`src/rtl/uart_reg_bank.sv`:
```
// CPU-facing UART register bank: one addressed array with per-bit
// RW / RO / read-to-clear / write-one-to-clear behaviour and peripheral load/set.
module uart_reg_bank #(
  parameter int NUM_REGS   = 4,
  parameter int REG_WIDTH  = 32,
  parameter int ADDR_WIDTH = 2,
  parameter logic [NUM_REGS*REG_WIDTH-1:0] RW_PATTERN  = '0,
  parameter logic [NUM_REGS*REG_WIDTH-1:0] RC_PATTERN  = '0,
  parameter logic [NUM_REGS*REG_WIDTH-1:0] W1C_PATTERN = '0,
  parameter logic [NUM_REGS*REG_WIDTH-1:0] RESET_VALUE = '0
) (
  input  logic                          clk_i,
  input  logic                          rst_i,
  input  logic [ADDR_WIDTH-1:0]         cpu_addr_i,
  input  logic                          cpu_wr_en_i,
  input  logic                          cpu_rd_en_i,
  input  logic [REG_WIDTH-1:0]          cpu_wdata_i,
  output logic [REG_WIDTH-1:0]          cpu_rdata_o,
  output logic                          cpu_rvalid_o,
  output logic                          cpu_err_o,
  input  logic [NUM_REGS-1:0]           periph_wr_en_i,
  input  logic [NUM_REGS*REG_WIDTH-1:0] periph_data_i,
  input  logic [NUM_REGS*REG_WIDTH-1:0] periph_set_i,
  output logic [NUM_REGS*REG_WIDTH-1:0] regs_o
);

  localparam int TOT = NUM_REGS * REG_WIDTH;

  logic [TOT-1:0]       r_regs;
  logic [TOT-1:0]       w_next;
  logic [REG_WIDTH-1:0] r_rdata;
  logic                 r_rvalid;
  logic                 r_err;
  logic                 w_in_range;
  logic [REG_WIDTH-1:0] w_rsel;
  logic [REG_WIDTH-1:0] w_cur;
  logic [REG_WIDTH-1:0] w_nxt;
  logic [REG_WIDTH-1:0] w_rw;
  logic [REG_WIDTH-1:0] w_w1c;
  logic                 w_wr;
  logic                 w_rd;

  assign w_in_range = {1'b0, cpu_addr_i} < (ADDR_WIDTH+1)'(NUM_REGS);

  always_comb begin
    w_rsel = '0;
    for (int k = 0; k < NUM_REGS; k++) begin
      if (cpu_addr_i == ADDR_WIDTH'(k))
        w_rsel = r_regs[k*REG_WIDTH +: REG_WIDTH];
    end
  end

  // Lowest priority applied first, each later step overrides the earlier one.
  always_comb begin
    w_next = r_regs;
    w_cur  = '0;
    w_nxt  = '0;
    w_rw   = '0;
    w_w1c  = '0;
    w_wr   = 1'b0;
    w_rd   = 1'b0;
    for (int k = 0; k < NUM_REGS; k++) begin
      w_cur = r_regs[k*REG_WIDTH +: REG_WIDTH];
      w_w1c = W1C_PATTERN[k*REG_WIDTH +: REG_WIDTH];
      w_rw  = RW_PATTERN[k*REG_WIDTH +: REG_WIDTH] & ~w_w1c;
      w_wr  = cpu_wr_en_i && w_in_range && (cpu_addr_i == ADDR_WIDTH'(k));
      w_rd  = cpu_rd_en_i && w_in_range && (cpu_addr_i == ADDR_WIDTH'(k));
      w_nxt = w_cur;
      if (w_rd && !w_wr)
        w_nxt = w_nxt & ~RC_PATTERN[k*REG_WIDTH +: REG_WIDTH];
      if (periph_wr_en_i[k])
        w_nxt = periph_data_i[k*REG_WIDTH +: REG_WIDTH];
      if (w_wr) begin
        w_nxt = (w_nxt & ~w_rw) | (cpu_wdata_i & w_rw);
        w_nxt = (w_nxt & ~w_w1c) | (w_cur & ~cpu_wdata_i & w_w1c);
      end
      w_nxt = w_nxt | periph_set_i[k*REG_WIDTH +: REG_WIDTH];
      w_next[k*REG_WIDTH +: REG_WIDTH] = w_nxt;
    end
  end

  always_ff @(posedge clk_i or posedge rst_i) begin
    if (rst_i) begin
      r_regs   <= RESET_VALUE;
      r_rdata  <= '0;
      r_rvalid <= 1'b0;
      r_err    <= 1'b0;
    end else begin
      r_regs   <= w_next;
      r_rvalid <= cpu_rd_en_i;
      r_err    <= (cpu_rd_en_i || cpu_wr_en_i) && !w_in_range;
      if (cpu_rd_en_i)
        r_rdata <= w_in_range ? w_rsel : '0;
    end
  end

  assign regs_o       = r_regs;
  assign cpu_rdata_o  = r_rdata;
  assign cpu_rvalid_o = r_rvalid;
  assign cpu_err_o    = r_err;

endmodule

```
`config.mk`:
```
export PLATFORM = sky130hd
export DESIGN_NAME = uart_reg_bank
export DESIGN_NICKNAME = d
export VERILOG_FILES = /design/src/rtl/uart_reg_bank.sv
export SDC_FILE = /design/constraint.sdc
export NUM_CORES = 1
export LEC_CHECK = 0
export ABC_CLOCK_PERIOD_IN_PS = 6450
export CORE_AREA = 8 8 172 174
export DETAILED_ROUTE_END_ITERATION = 7
export DIE_AREA = 0 0 180 182
export MAX_ROUTING_LAYER = met4
export PLACE_DENSITY = 0.66
export SLEW_MARGIN = 0
export SYNTH_ARGS = -nofsm -noshare
export SYNTH_HDL_FRONTEND = slang
export SYNTH_SLANG_ARGS = --single-unit
```
`constraint.sdc`:
```
create_clock -name clk_i -period 6.45 [get_ports clk_i]
set_input_delay 1.935 -clock clk_i [delete_from_list [all_inputs] [get_ports clk_i]]
set_output_delay 1.935 -clock clk_i [all_outputs]
set_load 0.005 [all_outputs]
```
==> results by group <==
Power and ir drop
  – Leakage: 5.00 nW
  – Max VDD drop: roughly 0.13 mV
  – Pwr Density: 227 mW/mm²
  – Overall Power: 0.00282 W

Die
  – Die Span Y: 182 µm
  – DIE WIDTH: 180 µm
  – Initial Util: about 28%
  – I/O pins: 460
  – Core Area: 0.0267 mm²
  – Die ar.: ~0.033 mm²
  – # rows: 60

Timing
  – Period utilization: 60.3%
  – Slew Viols, Final: 0
  – Fmax: 257 MHz
  – Slew margin rel.: approximately a third
  – Final setup margin: 2.56 ns
  – Worst-Margin Slew: 1.00 ns
  – Final hold viol count: 0
  – Final min period: ~3.9 ns
  – Worst Clk Skew: 0.0115 ns
  – Final setup violation count: 0
  – Setup TNS: 0 ns
  – RSZ-0062 raised after global routing: no

GRT
  – First-pass GRT wire length: 45.3 mm
  – Initial antenna violation count: 0
  – GRT Util Overall: 18.7%
  – Overflow after GRT: 0
  – Number of global-route vias before repair: 7188
  – Pin count of the biggest net entering global routing: 86

Synthesis
  – Register area share after synthesis: 53.8%
  – Post-synthesis net count: between 800 and 900
  – Synth warn: 0
  – Cell area after synthesis: 0.00749 mm²
  – Synth Area in XOR/XNOR: 0%
  – Synth Register Bits: 161
  – Mux share of post-synthesis cell area: 8.56%
  – Syn_area_per_cell: around 13 µm²
  – Synth Area in Simple Gates: 13.5%
  – Synth Area in Adders: 0%
  – Compound-Gate Fraction of Synth Area: 18.7%
  – Top_reg_cell synth: dfrtp_1
  – Synth unique cells: 15
  – Cell with the most instances after synthesis: dfrtp_1
  – Async S/R FF share, synth: 100%
  – Cell type with the largest total area after synthesis: dfrtp_1
  – Top-area cell type share of the netlist area: 53.8%
  – Most frequent cells after synthesis: 161 x dfrtp_1, 128 x a211o_1, 128 x nor2b_1, 64 x mux2i_1, 33 x nand2b_1
  – Main combinational cell family by area after synthesis: compound AO/OA/AOI/OAI gates
  – Top post-synthesis cells by area: dfrtp_1 54%, a211o_1 15%, nor2b_1 11%
  – Gate Count Post-Synth: 594
  – EDFF count, synth: 0

Min path
  – Hold Path End: cpu_rdata_o[10]$_DFFE_PP0P_
  – HP Start: cpu_rdata_o[10]$_DFFE_PP0P_
  – Hold crit path type: reg2reg
  – Hold path depth: 2

Drt
  – Post-route ant nets: 0
  – Iter 0 DRT Violations: 296
  – Via/cell ratio: 4.78
  – Top layer in use: met4
  – Met3 wire length: approximately 2.1 mm
  – Vias: 6471
  – DRC Markers: 0
  – Routed WL: 30.6 mm
  – Met2 WL post-DR: 15.5 mm
  – Wl on met1: 12.6 mm
  – Wirelength per Cell: ~23 µm
  – 1st-pass router iterations: 4

Run status
  – Outcome: finished, final reports clean

CTS
  – Clock root buffer: clkbuf_16
  – CTS hold repair buffers: 0
  – TritonCTS Buffers: 17
  – H-tree lvl count: 4
  – Max Root-Sink Buffers: 2
  – Setup bufs post-CTS: 0
  – CTS tree: built
  – Worst-path clk slew: 0.07 ns
  – Num Clock Sinks: 161
  – Cts repair resizes: 0
  – Clk Latency, worst-skew pair: 0.43 ns

Place
  – RD Place Congestion: 0.805
  – IO Port Bufs: 425
  – DP HPWL: 22.3 mm
  – Post-place setup slack: 2.06 ns

Setup path
  – Startpoint types: input pin
  – Critical Path AT: roughly 4.2 ns
  – CP endpoint kind: flop
  – Flop2flop setup slack: approximately 5.5 ns
  – CP required: 6.77 ns
  – R2R depth: 2
  – Largest fanout on the critical path: 32
  – Critical R2R Launch: regs_o[41]$_DFF_PP0_
  – Path type of the worst setup path: in2reg
  – Critical R2R Capture: regs_o[41]$_DFF_PP0_

Finish
  – Post-layout util: between 40% and 50%
  – Final-stage net count: between 1000 and 1500
  – FILL cells: 2501
  – Area Overhead vs Synth: 66.2%
  – Share of layout cells above drive strength 1: under 10%

Flow run
  – Max_cap viols: 0
[critical path, stage by stage]
cell	delay [ns]
clkdlybuf4s50_1	1.04
nand2b_2	0.78
o221ai_1	0.43
[state kept, by name, summed over array words and instances (netlist names)]
name and cells:
cpu_rdata_o 32, cpu_rvalid_o 1, regs_o 128
[worst max path at each step]
stage	from	end	slack (ns)	cells after the start
2_1_floorplan	rst_i	cpu_rdata_o[0]$_DFFE_PP0P_	0.17	1
3_3_place_gp	cpu_rd_en_i	cpu_rdata_o[12]$_DFFE_PP0P_	2.22	3
3_5_place_dp	cpu_rd_en_i	cpu_rdata_o[15]$_DFFE_PP0P_	2.06	3
4_1_cts	cpu_rd_en_i	cpu_rdata_o[9]$_DFFE_PP0P_	2.53	3
5_1_grt	cpu_rd_en_i	cpu_rdata_o[14]$_DFFE_PP0P_	2.40	3
6_report	cpu_rd_en_i	cpu_rdata_o[12]$_DFFE_PP0P_	2.56	3
[per-layer routing]
layer | vias to the layer above | track usage (%)
met5 | - | -
met4 | 0 | 4.40
met3 | 19 | 5.89
met2 | 276 | 32.1
met1 | 3167 | 21.2
li1 | 3009 | -
[report_power, final]
| part | switching [W] | internal, W | leakage [nW] |
|---|---|---|---|
| Clock | 0.000471 | 0.000610 | 0.306 |
| Sequential | 0.0000610 | 0.00109 | 1.69 |
| Combinational | 0.000212 | 0.000377 | 3.01 |
| Total | 0.000743 | 0.00208 | 5.00 |
[cells by family (layout without fill, tap and decap cells)]
group / after synthesis / count (layout)
AOI/OAI and AO/OA: 160 / 160
buffers and inverters: 46 / 465
DFF: 161 / 161
muxes: 64 / 64
other: 1 / 2
and+or+nand+nor: 162 / 162
[layout make-up]
| type | instances | area [µm²] | share of cell area [%] |
|---|---|---|---|
| sequential | 161 | 4030 | 32.4 |
| antenna | 1 | 2.50 | 0.0201 |
| inverter | 1 | 8.76 | 0.0704 |
| clock inverter | 13 | 164 | 1.32 |
| multi-input combinational | 387 | 3060 | 24.6 |
| tap | 341 | 427 | 3.43 |
| clock buffer | 19 | 453 | 3.64 |
| timing repair buffer | 432 | 4300 | 34.5 |
[cell usage in the layout, fill, tap and decap left out, drive strengths merged]
cell / n
diode: 1
buf: 12
a211o: 128
o221ai: 32
nor2b: 128
dfrtp: 161
clkdlybuf4s50: 420
inv: 11
nand2b: 33
clkinv: 1
clkbuf: 19
nand2: 1
bufinv: 2
mux2i: 64
conb: 1
[stage by stage]
stage / cell area, µm² / cells / hold slack [ns]
after global routing: 12400 / 1354 / 0.525
after CTS: 12400 / 1354 / 0.503
after global placement: 11800 / 1322 / 0.477
after floorplan: 7490 / 594 / 0.486
final: 12400 / 1355 / 0.502
after detailed placement: 11800 / 1322 / 0.483
No activity file was read; power rests on OpenSTA's default activity.
